## src/rtl/fetch_pkg.sv

```systemverilog
// Shared opcode constants, FSM state encoding and opcode classes for the fetch sequencer.
package fetch_pkg;

    localparam logic [4:0] OP_JMP  = 5'b11000;
    localparam logic [4:0] OP_BR   = 5'b11001;
    localparam logic [4:0] OP_CALL = 5'b11010;
    localparam logic [4:0] OP_RET  = 5'b11011;
    localparam logic [4:0] OP_HALT = 5'b11111;

    typedef enum logic [2:0] {
        StIdle,
        StFetch,
        StMem,
        StDec,
        StExec,
        StHalt
    } state_e;

    typedef enum logic [2:0] {
        ClsSeq,
        ClsJmp,
        ClsBr,
        ClsCall,
        ClsRet,
        ClsHalt
    } op_class_e;

    // Anything not explicitly a control opcode advances sequentially.
    function automatic op_class_e classify(input logic [4:0] op);
        case (op)
            OP_JMP:  return ClsJmp;
            OP_BR:   return ClsBr;
            OP_CALL: return ClsCall;
            OP_RET:  return ClsRet;
            OP_HALT: return ClsHalt;
            default: return ClsSeq;
        endcase
    endfunction

endpackage

```

## src/rtl/fetch_ras.sv

```systemverilog
// Return-address stack: small LIFO with push/pop, full/empty flags and synchronous active-high reset.
module fetch_ras #(
    parameter int unsigned DEPTH = 4,
    parameter int unsigned W     = 8
) (
    input  logic         clk,
    input  logic         reset,
    input  logic         push,
    input  logic         pop,
    input  logic [W-1:0] push_data,
    output logic [W-1:0] top,
    output logic         full,
    output logic         empty
);

    localparam int unsigned CW = $clog2(DEPTH + 1);
    localparam int unsigned IW = (DEPTH > 1) ? $clog2(DEPTH) : 1;

    logic [W-1:0]  mem_q [DEPTH];
    logic [CW-1:0] count_q;
    logic [IW-1:0] top_idx;
    logic [IW-1:0] push_idx;

    assign full     = (count_q == CW'(DEPTH));
    assign empty    = (count_q == '0);
    assign top_idx  = IW'(count_q - CW'(1));
    assign push_idx = IW'(count_q);
    assign top      = mem_q[top_idx];

    always_ff @(posedge clk) begin
        if (reset) begin
            count_q <= '0;
        end else if (push && !full) begin
            count_q <= count_q + CW'(1);
        end else if (pop && !empty) begin
            count_q <= count_q - CW'(1);
        end
    end

    // Storage needs no reset: entries are only read below the count.
    always_ff @(posedge clk) begin
        if (push && !full) begin
            mem_q[push_idx] <= push_data;
        end
    end

endmodule

```

## src/rtl/fetch_sequencer.sv

```systemverilog
// PC and fetch-control FSM in front of a two-cycle instruction memory.
// Define FETCH_RAS_EN to build the return-address stack and fault detection.
module fetch_sequencer
    import fetch_pkg::*;
#(
    parameter int unsigned    AW        = 8,
    parameter logic [AW-1:0]  RESET_PC  = '0,
    parameter int unsigned    RAS_DEPTH = 4
) (
    input  logic          clk,
    input  logic          Reset,
    input  logic          start,
    input  logic          stall,
    input  logic [4:0]    opcode,
    input  logic [AW-1:0] Imm,
    input  logic          br_taken,
    input  logic          exec_done,
    output logic [AW-1:0] Address,
    output logic          instRead,
    output logic          inst_valid,
    output logic          halted,
    output logic          fault
);

    state_e        state_q, state_d;
    op_class_e     cls_q, cls_d;
    logic [AW-1:0] pc_q, pc_d;
    logic [AW-1:0] pc_inc;

    assign pc_inc = pc_q + AW'(1);

`ifdef FETCH_RAS_EN
    logic          fault_q, fault_d;
    logic          ras_push, ras_pop, ras_full, ras_empty;
    logic [AW-1:0] ras_top;

    fetch_ras #(
        .DEPTH(RAS_DEPTH),
        .W    (AW)
    ) u_ras (
        .clk      (clk),
        .reset    (Reset),
        .push     (ras_push),
        .pop      (ras_pop),
        .push_data(pc_inc),
        .top      (ras_top),
        .full     (ras_full),
        .empty    (ras_empty)
    );

    assign fault = fault_q;
`else
    logic unused_ras_depth;
    assign unused_ras_depth = ^RAS_DEPTH;
    assign fault            = 1'b0;
`endif

    always_ff @(posedge clk) begin
        if (Reset) begin
            state_q <= StIdle;
            cls_q   <= ClsSeq;
            pc_q    <= RESET_PC;
`ifdef FETCH_RAS_EN
            fault_q <= 1'b0;
`endif
        end else begin
            state_q <= state_d;
            cls_q   <= cls_d;
            pc_q    <= pc_d;
`ifdef FETCH_RAS_EN
            fault_q <= fault_d;
`endif
        end
    end

    always_comb begin
        state_d  = state_q;
        cls_d    = cls_q;
        pc_d     = pc_q;
        instRead = 1'b0;
`ifdef FETCH_RAS_EN
        fault_d  = fault_q;
        ras_push = 1'b0;
        ras_pop  = 1'b0;
`endif
        case (state_q)
            StIdle: begin
                if (start) state_d = StFetch;
            end
            StFetch: begin
                if (!stall) begin
                    instRead = 1'b1;
                    state_d  = StMem;
                end
            end
            StMem: state_d = StDec;
            StDec: begin
                cls_d   = classify(opcode);
                state_d = StExec;
            end
            StExec: begin
                if (exec_done) begin
                    state_d = StFetch;
                    case (cls_q)
                        ClsJmp:  pc_d = Imm;
                        ClsBr:   pc_d = br_taken ? Imm : pc_inc;
`ifdef FETCH_RAS_EN
                        ClsCall: begin
                            if (ras_full) begin
                                fault_d = 1'b1;
                                state_d = StHalt;
                            end else begin
                                ras_push = 1'b1;
                                pc_d     = Imm;
                            end
                        end
                        ClsRet: begin
                            if (ras_empty) begin
                                fault_d = 1'b1;
                                state_d = StHalt;
                            end else begin
                                ras_pop = 1'b1;
                                pc_d    = ras_top;
                            end
                        end
`else
                        ClsCall: pc_d = Imm;
                        ClsRet:  pc_d = pc_inc;
`endif
                        ClsHalt: state_d = StHalt;
                        default: pc_d = pc_inc;
                    endcase
                end
            end
            StHalt:  state_d = StHalt;
            default: state_d = StIdle;
        endcase
    end

    assign Address    = pc_q;
    assign inst_valid = (state_q == StExec);
    assign halted     = (state_q == StHalt);

endmodule

```

## config.mk

```make
export PLATFORM = sky130hd
export DESIGN_NAME = fetch_sequencer
export DESIGN_NICKNAME = d
export VERILOG_FILES = /design/src/rtl/fetch_pkg.sv /design/src/rtl/fetch_ras.sv /design/src/rtl/fetch_sequencer.sv
export SDC_FILE = /design/constraint.sdc
export NUM_CORES = 1
export LEC_CHECK = 0
export CAP_MARGIN = 20
export CORE_AREA = 2 2 51 53
export DETAILED_ROUTE_END_ITERATION = 6
export DIE_AREA = 0 0 53 55
export GPL_TIMING_DRIVEN = 0
export PLACE_DENSITY = 0.71
export SLEW_MARGIN = 20
export SYNTH_ARGS = -nofsm -noshare
export SYNTH_HDL_FRONTEND = slang
export SYNTH_SLANG_ARGS = --single-unit
```

## constraint.sdc

```tcl
create_clock -name clk -period 1.5 [get_ports clk]
set_clock_uncertainty 0.15 [all_clocks]
set_input_delay 0.3 -clock clk [delete_from_list [all_inputs] [get_ports clk]]
set_output_delay 0.3 -clock clk [all_outputs]
set_load 0.005 [all_outputs]
```

==> results <==
final cells by class:
class / instances / area, um2
fill: 221 / 885
buffer: 5 / 46.3
inverter: 6 / 25.0
sequential: 14 / 299
tap: 30 / 37.5
clock buffer: 4 / 36.3
multi-input combinational: 78 / 618
timing repair buffer: 48 / 418
registers in the layout, summed over array words and instances (netlist names):
| name | flops |
|---|---|
| state_q | 3 |
| cls_q | 3 |
| Address | 8 |
path summary, 6_finish.rpt:
path	startpoint	to	slack [ns]	depth (start not counted)
worst max-delay path	state_q[0]	instRead	-0.19	4
worst min-delay path	stall	state_q[1]	0.32	3
worst max register to register	state_q[0]	Address[4]	-0.13	7
worst min register to register	Address[1]	Address[1]	0.40	2
tightest hold or removal path, delay by kind of cell:
| kind | cells | cell delay, ns |
|---|---|---|
| AOI/OAI and AO/OA | 1 | 0.07 |
| buffers and inverters | 1 | 0.21 |
| and+or+nand+nor | 1 | 0.14 |
layer usage:
| layer | vias up | wire [um] |
|---|---|---|
| met3 | 0 | 178 |
| met4 | 0 | 0 |
| li1 | 489 | - |
| met2 | 39 | 1240 |
| met1 | 458 | 1010 |
| met5 | - | 0 |
synth_stat cells (2+ instances only):
cell / number / area (um2)
dfxtp_1: 14 / 280
nand2_1: 8 / 30.0
nor2_1: 8 / 30.0
a21oi_1: 7 / 35.0
inv_1: 6 / 22.5
nand3_1: 5 / 25.0
o32ai_1: 5 / 43.8
a31oi_1: 3 / 18.8
buf_6: 3 / 33.8
nor3_1: 3 / 15.0
o21a_1: 3 / 22.5
and3_1: 2 / 12.5
buf_4: 2 / 15.0
mux2i_1: 2 / 20.0
nor2b_1: 2 / 12.5
nor3b_1: 2 / 15.0
nor4_1: 2 / 12.5
o21ai_0: 2 / 10.0
or3_1: 2 / 12.5
cells by family (layout without fill, tap and decap cells):
logic type / Yosys count / count (layout) / share of synthesized area [%]
xor+xnor: 1 / 1 / 1.01
compound gates: 30 / 30 / 25.5
simple gates: 43 / 43 / 28.5
mux: 2 / 2 / 2.30
buf+inv: 12 / 63 / 8.63
other cells: 1 / 1 / 0.431
flops: 14 / 14 / 32.2
fa+ha+maj: 1 / 1 / 1.44
power breakdown:
part | internal, mW | leakage (nW) | total [mW] | switching (mW)
Clock | 0.148 | 0.0210 | 0.277 | 0.130
Combinational | 0.0920 | 0.437 | 0.150 | 0.0584
Sequential | 0.377 | 0.119 | 0.388 | 0.0104
Total | 0.617 | 0.577 | 0.816 | 0.199
metrics by stage:
step | util [%] | cells | total power, mW | area (um2) | hold WS, ns
after global placement | 50.6 | 163 | 0.508 | 1200 | 0.345
after detailed placement | 50.6 | 163 | 0.511 | 1200 | 0.359
after global routing | 62.6 | 185 | 0.852 | 1480 | 0.345
after floorplan | - | 104 | 0.442 | 870 | 0.264
final | 62.6 | 185 | 0.816 | 1480 | 0.319
after CTS | 59.2 | 181 | 0.796 | 1400 | 0.289
timing repair:
| item | CTS | global route |
|---|---|---|
| hold endpoints to repair | 0 | 0 |
| gates resized for setup | 50 | 11 |
| pin swaps | 6 | 6 |
| gates cloned | 1 | 0 |
| buffers inserted | 14 | 4 |
| endpoints found under the setup margin | 19 | 13 |
==> flow_summary.toml <==
[run_status]
status = "complete, but fails checks"
violations = "negative setup slack"

[place]
io_buffer_count = 29
post-dp-hpwl_mm = 1.58
gp_congestion = 0.809
dp_worst_setup_slack_ns = -0.575

[sta]
timing.final.ws_setup_ns = -0.189
grt_setup_unrepaired = "yes"
slew_violations = 0
finalCritPeriodShare_pct = 113
fmaxAchievable_ghz = 0.592
finalSetupViolations = 11
min_period_ns = 1.69
setup_tns_ns = -1.23
hold_viol = 0
relSlewSlack_pct = 67.3
worst_pin_slew_ns = 0.478

[global_routing]
grt_use_met1_pct = 21.1
busiest_layer = "met2"
first_global_vias = 875
grt_max_degree = 11
globalRouteTotalUtil_pct = 17.4
use_met3_pct = 3.23
grt-ovfl-total = 0
grt_pass1_wl_mm = 3.79
antenna_found_initial = 0
met2_usage_pct = 31.5

[cts]
clockBufferDepth = 2
numCtsBuffers = 3
clk_latency_ns = 0.28
cts_root_buf = "clkbuf_4"
cts_max_level = 1
cts_tree = "yes"
clock_sinks = 14
path_clk_slew_ns = 0.09
cts_hold_buf = 0

[worst_hold_path]
min_path_type = "primary input to flop"

[drt]
viasPerCell = 5.33
drc_errors = 0
postRouteWirelength_mm = 2.43
wl_per_cell_um = 13.1
first_pass_iters = 4
ant_nets = 0
via_count = 986
drt-initial-drc-count = 32

[critical_path]
arrival_ns = 1.24
critPathSlowestCell = "dfxtp_4"
crit_type = "flop to output port"
worstPathCellList = "inv_4, or3_4, nor2_4, buf_2"
path_delay_family = "simple AND/OR/NAND/NOR gates"
end_kind = "output port"
critPathMaxFanout = 2
start_kind = "flop"
path_buf_inv = 2
cp.required_ns = 1.05
critPathMaxStageDelay_ns = 0.37

[yosys]
synth.net_count = 124
ys_ff_latch = 14
synth_cells = 104
synth-async-reset-ratio_pct = 0
yosys_warnings = 0
synthFlopType = "dfxtp_1"
ys_types = 42
syn_area_per_cell_um2 = 8.36
syn_area_um2 = 870
synth_edf_count = 0
ys_seq_area_share_pct = 32.2

[power_and_ir_drop]
pwr_density_cell_nw_per_um2 = 551
ir_drop_v = 0.000419
p_leak_nw = 0.577

[die]
initial_utilization_pct = 36.8
io-pin-count = 31
dieArea_um2 = 2920
rows = 18
core_um2 = 2360
die_x_um = 53
die_h_um = 55

[final_layout]
area_growth_pct = 70.2
final_cell_mix = "17 x buf_4, 17 x clkdlybuf4s50_1, 9 x dfxtp_2, 9 x dlygate4sd2_1, 8 x nand2_1"
fin_nets = 176
diodes = 0
drive_above_1_share_pct = 41.9

[job]
maxCapViolations = 0
Power figures use the tool's default switching activity.
